===== src/rtl/serial_adder_if.sv =====
// Handshake and operand/result bundle for serial_adder.
// Optional subtract request (sub) exists only when SERIAL_ADDER_SUB_EN is defined.
interface serial_adder_if #(
  parameter int WIDTH = 8
);
  logic             start;
  logic [WIDTH-1:0] a;
  logic [WIDTH-1:0] b;
  logic             c_in;
`ifdef SERIAL_ADDER_SUB_EN
  logic             sub;
`endif
  logic             busy;
  logic             done;
  logic [WIDTH-1:0] sum;
  logic             c_out;

  modport master (
    output start, a, b, c_in,
`ifdef SERIAL_ADDER_SUB_EN
    output sub,
`endif
    input  busy, done, sum, c_out
  );

  modport slave (
    input  start, a, b, c_in,
`ifdef SERIAL_ADDER_SUB_EN
    input  sub,
`endif
    output busy, done, sum, c_out
  );
endinterface


===== src/rtl/serial_adder.sv =====
// Digit-serial adder: WIDTH-bit a + b + c_in, DIGIT bits per clock, start/busy/done handshake.
// Define SERIAL_ADDER_SUB_EN to add a subtract request (bus.sub) computing a - b.
module serial_adder #(
  parameter int WIDTH = 8,
  parameter int DIGIT = 1
) (
  input  logic           clk,
  input  logic           rst_n,
  serial_adder_if.slave  bus
);
  localparam int N  = WIDTH / DIGIT;
  localparam int CW = (N > 1) ? $clog2(N) : 1;

  generate
    if (DIGIT < 1 || DIGIT > WIDTH || (WIDTH % DIGIT) != 0) begin : g_bad_params
      $error("serial_adder: WIDTH must be a positive multiple of DIGIT and DIGIT <= WIDTH");
    end
  endgenerate

  localparam logic [1:0] IDLE = 2'd0;
  localparam logic [1:0] RUN  = 2'd1;
  localparam logic [1:0] DONE = 2'd2;

  logic [1:0]       state;
  logic [WIDTH-1:0] a_sh;
  logic [WIDTH-1:0] b_sh;
  logic [WIDTH-1:0] sum_sh;
  logic [WIDTH-1:0] sum_q;
  logic             carry;
  logic             c_out_q;
  logic [CW-1:0]    cnt;

  logic [DIGIT:0]   digit_res;
  logic [WIDTH-1:0] sum_next;
  logic [WIDTH-1:0] b_load;
  logic             carry_load;
  logic             last;

  always_comb begin
    digit_res = {1'b0, a_sh[DIGIT-1:0]} + {1'b0, b_sh[DIGIT-1:0]} + {{DIGIT{1'b0}}, carry};
    last      = (cnt == CW'(N - 1));
  end

  // Each digit result enters from the MSB side so the word is aligned after N digits.
  generate
    if (DIGIT == WIDTH) begin : g_single_digit
      assign sum_next = digit_res[DIGIT-1:0];
    end else begin : g_multi_digit
      assign sum_next = {digit_res[DIGIT-1:0], sum_sh[WIDTH-1:DIGIT]};
    end
  endgenerate

`ifdef SERIAL_ADDER_SUB_EN
  // Two's-complement subtract: invert b and force the carry-in to 1.
  assign b_load     = bus.sub ? ~bus.b : bus.b;
  assign carry_load = bus.sub | bus.c_in;
`else
  assign b_load     = bus.b;
  assign carry_load = bus.c_in;
`endif

  always_ff @(posedge clk or negedge rst_n) begin
    if (!rst_n) begin
      state   <= IDLE;
      a_sh    <= '0;
      b_sh    <= '0;
      sum_sh  <= '0;
      sum_q   <= '0;
      carry   <= 1'b0;
      c_out_q <= 1'b0;
      cnt     <= '0;
    end else begin
      case (state)
        IDLE, DONE: begin
          if (bus.start) begin
            a_sh  <= bus.a;
            b_sh  <= b_load;
            carry <= carry_load;
            cnt   <= '0;
            state <= RUN;
          end else begin
            state <= IDLE;
          end
        end
        RUN: begin
          a_sh   <= a_sh >> DIGIT;
          b_sh   <= b_sh >> DIGIT;
          sum_sh <= sum_next;
          carry  <= digit_res[DIGIT];
          cnt    <= cnt + CW'(1);
          if (last) begin
            sum_q   <= sum_next;
            c_out_q <= digit_res[DIGIT];
            state   <= DONE;
          end
        end
        default: state <= IDLE;
      endcase
    end
  end

  assign bus.busy  = (state == RUN);
  assign bus.done  = (state == DONE);
  assign bus.sum   = sum_q;
  assign bus.c_out = c_out_q;
endmodule


===== src/flat_wrapper.sv =====
// flat-port wrapper written by rule: the top's interface ports become plain ports
module serial_adder_flat 
#(
  parameter int WIDTH = 8,
  parameter int DIGIT = 1
)
  (clk, rst_n, bus_start, bus_a, bus_b, bus_c_in, bus_busy, bus_done, bus_sum, bus_c_out);
  serial_adder_if #(.WIDTH(WIDTH)) bus_i ();
  input  logic clk;
  input  logic rst_n;
  input wire logic [$bits(bus_i.start)-1:0] bus_start;
  input wire logic [$bits(bus_i.a)-1:0] bus_a;
  input wire logic [$bits(bus_i.b)-1:0] bus_b;
  input wire logic [$bits(bus_i.c_in)-1:0] bus_c_in;
  output wire logic [$bits(bus_i.busy)-1:0] bus_busy;
  output wire logic [$bits(bus_i.done)-1:0] bus_done;
  output wire logic [$bits(bus_i.sum)-1:0] bus_sum;
  output wire logic [$bits(bus_i.c_out)-1:0] bus_c_out;
  assign bus_i.start = bus_start;
  assign bus_i.a = bus_a;
  assign bus_i.b = bus_b;
  assign bus_i.c_in = bus_c_in;
  assign bus_busy = bus_i.busy;
  assign bus_done = bus_i.done;
  assign bus_sum = bus_i.sum;
  assign bus_c_out = bus_i.c_out;
  serial_adder #(.WIDTH(WIDTH), .DIGIT(DIGIT)) u_core (.clk(clk), .rst_n(rst_n), .bus(bus_i));
endmodule

===== config.mk =====
export PLATFORM = sky130hd
export DESIGN_NAME = serial_adder_flat
export DESIGN_NICKNAME = d
export VERILOG_FILES = /design/src/rtl/serial_adder_if.sv /design/src/rtl/serial_adder.sv /design/src/flat_wrapper.sv
export SDC_FILE = /design/constraint.sdc
export NUM_CORES = 1
export LEC_CHECK = 0
export ABC_AREA = 1
export ABC_CLOCK_PERIOD_IN_PS = 2800
export CAP_MARGIN = 20
export CELL_PAD_IN_SITES_DETAIL_PLACEMENT = 1
export CELL_PAD_IN_SITES_GLOBAL_PLACEMENT = 2
export CORE_MARGIN = 5
export CORE_UTILIZATION = 33
export CTS_CLUSTER_SIZE = 24
export DETAILED_ROUTE_END_ITERATION = 7
export GPL_ROUTABILITY_DRIVEN = 0
export PLACE_DENSITY = 0.82
export SLEW_MARGIN = 20
export SYNTH_ARGS = -nofsm -noshare
export SYNTH_HDL_FRONTEND = slang
export SYNTH_SLANG_ARGS = --single-unit

===== constraint.sdc =====
create_clock -name clk -period 2.8 [get_ports clk]
set_input_delay 0.28 -clock clk [delete_from_list [all_inputs] [get_ports clk]]
set_output_delay 0.28 -clock clk [all_outputs]
set_load 0.005 [all_outputs]

After elaboration in Yosys (flattened, before gate mapping)

Index checks and enable logic that the tools add are counted.

Multiplexer cells: 11
Magnitude comparators: 0
Add/sub/neg operators: 3
Shift operators: 0
Multipliers: 0
Divide/modulo/power cells: 0
Bitwise operators: 0
Reduce and logical (&&, ||, !) cells: 5
Equal/unequal tests: 5

Operators with widths:

| kind                | number |
|---|---|
| $pmux 8 s2          | 2 |
| $mux 8              | 2 |
| $pmux 3 s2          | 1 |
| $pmux 2 s2          | 1 |
| $reduce_and 2->1    | 2 |
| $add 3x1->3 const B | 1 |
| $eq 3x3->1 const B  | 1 |
| $mux 3              | 1 |
| $add 1x1->2         | 1 |
| $add 2x1->2         | 1 |
| $eq 2x1->1 const B  | 1 |
| $eq 2x2->1 const B  | 1 |
| $logic_not 2->1     | 1 |
| $mux 1              | 2 |
| $mux 2              | 1 |
| $ne 2x1->1 const B  | 1 |
| $ne 2x2->1 const B  | 1 |
| $pmux 1 s2          | 1 |
| $reduce_bool 2->1   | 1 |
| $reduce_or 2->1     | 1 |

Logic and storage cells: 32
Memories: 0
Memory bits (writable): 0
Output and inout port bits: 11
Bits in latches: 0
Input bits: 20
ROM bits: 0
Register bits: 39

Depth between registers and ports, before layout

Depth in word-level cells: 4
Mapped depth: 8

Worst setup path after synthesis

OpenSTA, ideal clock, no wires.

Path type: register -> register
Start point: register u_core.cnt[0]
End point: register u_core.sum_q[6] (netlist: u_core.bus.sum[6])
Data required time: 2.726 ns
Setup slack: 1.564 ns
Clock period less this slack: 1.236 ns
Path buffers: 1
Data arrival time: 1.162 ns
Stages on the path, launching flop included: 7
Library setup time: 0.074 ns
Path through: dfrtp_1 > ha_1 > ha_1 > nand2_4 > buf_6 > nand2_1 > o21ai_2

Cells in the longest elaborated chain, start to end: 2

RTL lines:

| item                              | line               | text |
|---|---|---|
| start: declaration                | serial_adder.sv:31 | `logic [CW-1:0] cnt;` |
| start signal: assignment          | serial_adder.sv:90 | `cnt <= cnt + CW'(1);` |
| $eq 3x3->1                        | serial_adder.sv:41 | `last = (cnt == CW'(N - 1));` |
| $reduce_and 2->1 (no source line) | n/a                |  |
| end signal: assignment            | serial_adder.sv:92 | `sum_q <= sum_next;` |
| end: declaration                  | serial_adder.sv:28 | `logic [WIDTH-1:0] sum_q;` |

Every way passes these cells.
A chain may end at the register's enable or synchronous reset.

Worst setup path in the final report

Start point: register u_core.state[0]
End point: output port bus_busy

Cells in the longest elaborated chain, start to end: 1

RTL lines:

| item                     | line                | text |
|---|---|---|
| start: declaration       | serial_adder.sv:24  | `logic [1:0] state;` |
| start signal: assignment | serial_adder.sv:64  | `state <= IDLE;` |
| start signal: assignment | serial_adder.sv:80  | `state <= RUN;` |
| start signal: assignment | serial_adder.sv:82  | `state <= IDLE;` |
| $eq 2x1->1               | serial_adder.sv:102 | `assign bus.busy = (state == RUN);` |
| end: declaration         | flat_wrapper.sv:15  | `output wire logic [$bits(bus_i.busy)-1:0] bus_busy;` |

Every way passes these cells.

==> impl_metrics.toml <==
[outcome]
status = "finished clean"

[timing]
fin_skew_ns = 0.00472
worstMarginPinSlew_ns = 0.872
fin_crit_sh = 0.752
slew_violations = 0
max_freq_ghz = 0.475
layout_min_cycle_time_ns = 2.10
rsz0062_at_grt = "no"
slew_headroom = 0.419
tns_ns = 0
hold_viol = 0
setup_ws_ns = 0.696
finalSetupViolCount = 0

[clocking]
cts_tree = "done"
cts_resized = 0
path_clk_slew_ns = 0.07
clock_latency_ns = 0.29
clock-sinks = 38
hold_buffers = 0
cts_made_buffers = 5
cts_htree_levels = 2
cts_setup_buffers = 0
root_buffer = "clkbuf_8"
cts_max_path_buffers = 2

[place]
place_ws_ns = 0.963
hpwlAfterDp_um = 2640
port-buffer-count = 30
placed_cell_area_mm2 = 0.00214

[synthesis]
avgSynthCellArea_um2 = 8.30
synth.distinct_cells = 19
synth_nets = 242
synth_top_cells_by_area = "dfrtp_1, nand2_1, nand3_1"
ys_seq_elements = 38
synth_top_area_frac = 0.523
synth_top_area_cell = "dfrtp_1"
netlist_area_mm2 = 0.00182
yosys_warnings = 0
yosysSeqAreaShare = 0.523
synthCells = 219

[power]
pwr_density_cell_mw_per_mm2 = 1120
comb_power_share = 0.426
irDropWorstVdd_mv = 0.404
p_int_w = 0.00154
clkPwrFrac = 0.188
switching_share = 0.390
p_sw_w = 0.000987
total_leakage_power_nw = 1.19
p_seq_frac = 0.386

[grt]
grt_use_total = 0.119
overflow = 0
grt_pass1_wl_um = 6800
grt_pass1_vias = 1496
grt_max_degree = 39
antenna_found_initial = 0

[worst_setup_path]
cp_max_fo = 18
cp.arrival_ns = 1.82
path_class = "reg2out"
endpoint_kind = "output pin"
required_ns = 2.52
cp-start-kind = "register"

[finish]
nNetsFinal = 271
final_cell_mix = "nand2_1, inv_1, dfrtp_1"
postLayoutCoreUtil = 0.415
syn_to_final_growth_pct = 24.2
drive_above_1_share = 0.101
antenna_cells = 0
multi_input_area_um2 = 641
num-fill-cells = 670
stdcell_area_mm2 = 0.00226
final_common_cell = "nand2_1"
regArea_um2 = 951

[detailed_routing]
first_iter_violations = 54
firstDrtPassIters = 4
wirelength_um = 3810
dr_total_vias = 1386
via_per_inst = 4.33
wl_per_cell_um = 11.9
ant_nets = 0
route.detailed.drc = 0

[floorplanning]
rows = 27
die_h_um = 84.2
coreArea_mm2 = 0.00544
dieWidth_um = 84.2
start_util = 0.334
die_area_mm2 = 0.00709
io_pins = 31

[worst_hold_path]
hp-class = "in2async"

[run]
drv_cap = 0
-- sequential cells by signal (all words and copies together), names as in the netlist --
register	flops
u_core.a_sh	8
u_core.b_sh	8
u_core.bus.c_out	1
u_core.bus.sum	8
u_core.carry	1
u_core.cnt	3
u_core.state	2
u_core.sum_sh	7
-- final timing paths --
| check | slack [ns] | start | cells past startpoint | end |
|---|---|---|---|---|
| max in group asynchronous | 2.16 | rst_n | 1 | u_core.a_sh[1]$_DFFE_PN0P_ |
| min reg2reg | 0.48 | u_core.sum_sh[1]$_DFFE_PN0P_ | 2 | u_core.bus.sum[0]$_DFFE_PN0P_ |
| max reg2reg | 1.26 | u_core.state[0]$_DFFE_PN0P_ | 6 | u_core.a_sh[3]$_DFFE_PN0P_ |
| max | 0.70 | u_core.state[0]$_DFFE_PN0P_ | 3 | bus_busy |
| min in group clk | 0.48 | u_core.sum_sh[1]$_DFFE_PN0P_ | 2 | u_core.bus.sum[0]$_DFFE_PN0P_ |
| min | 0.10 | rst_n | 1 | u_core.bus.sum[6]$_DFFE_PN0P_ |
-- logic make-up after synthesis --
logic type,count (synthesis),synth area share
AND/OR/NAND/NOR,108,0.259
buffers and inverters,51,0.124
flip-flops,38,0.523
AO/OA/AOI/OAI,19,0.0689
adder cells (fa/ha/maj),3,0.0248
-- synthesized netlist by cell type --
| library cell | n |
|---|---|
| dfrtp_1 | 38 |
| o21ai_0 | 10 |
| a21oi_1 | 1 |
| nor2_1 | 2 |
| inv_1 | 39 |
| nand2_4 | 2 |
| nand2_2 | 2 |
| o21ai_2 | 8 |
| inv_4 | 1 |
| buf_2 | 4 |
| buf_4 | 1 |
| nand2_1 | 71 |
| inv_2 | 2 |
| nand3_1 | 30 |
| nor2_4 | 1 |
| clkbuf_1 | 1 |
| ha_1 | 2 |
| fa_1 | 1 |
| buf_6 | 3 |
-- per-layer routing --
layer	track usage	routed length [um]	up-vias	part of all wire
li1	-	-	715	-
met3	0.0294	145	5	0.038
met5	0	0	-	0
met1	0.140	1690	646	0.44
met2	0.206	1900	20	0.50
met4	0.0526	81	0	0.021
-- through the flow --
step | power, W | instances | hold slack [ns]
floorplan | 0.00176 | 219 | -0.0156
global placement | 0.00205 | 313 | 0.461
detailed placement | 0.00210 | 313 | 0.465
CTS | 0.00260 | 320 | 0.171
global route | 0.00278 | 320 | 0.176
finish | 0.00253 | 320 | 0.105
-- final cells by class --
cell class	instances	area share
Inverter	42	0.0710
Multi-Input combinational cell	130	0.284
Tap cell	72	0.0399
Clock inverter	1	0.0133
Timing Repair Buffer	31	0.134
Sequential cell	38	0.421
Clock buffer	6	0.0366
-- worst max-delay path, cell delays in order, from the launching register on --
cell	delay, ns
dfrtp_1	0.70
inv_2	0.12
nor2_4	0.18
clkdlybuf4s50_1	0.53
-- power by group through the flow --
| stage | sequential, W | clock (W) | combinational, W |
|---|---|---|---|
| floorplan | 0.000931 | 0 | 0.000832 |
| global placement | 0.000981 | 0 | 0.00107 |
| detailed placement | 0.000991 | 0 | 0.00111 |
| CTS | 0.000982 | 0.000497 | 0.00112 |
| global route | 0.00101 | 0.000521 | 0.00125 |
| finish | 0.000977 | 0.000475 | 0.00108 |
No activity file was read; power rests on OpenSTA's default activity.
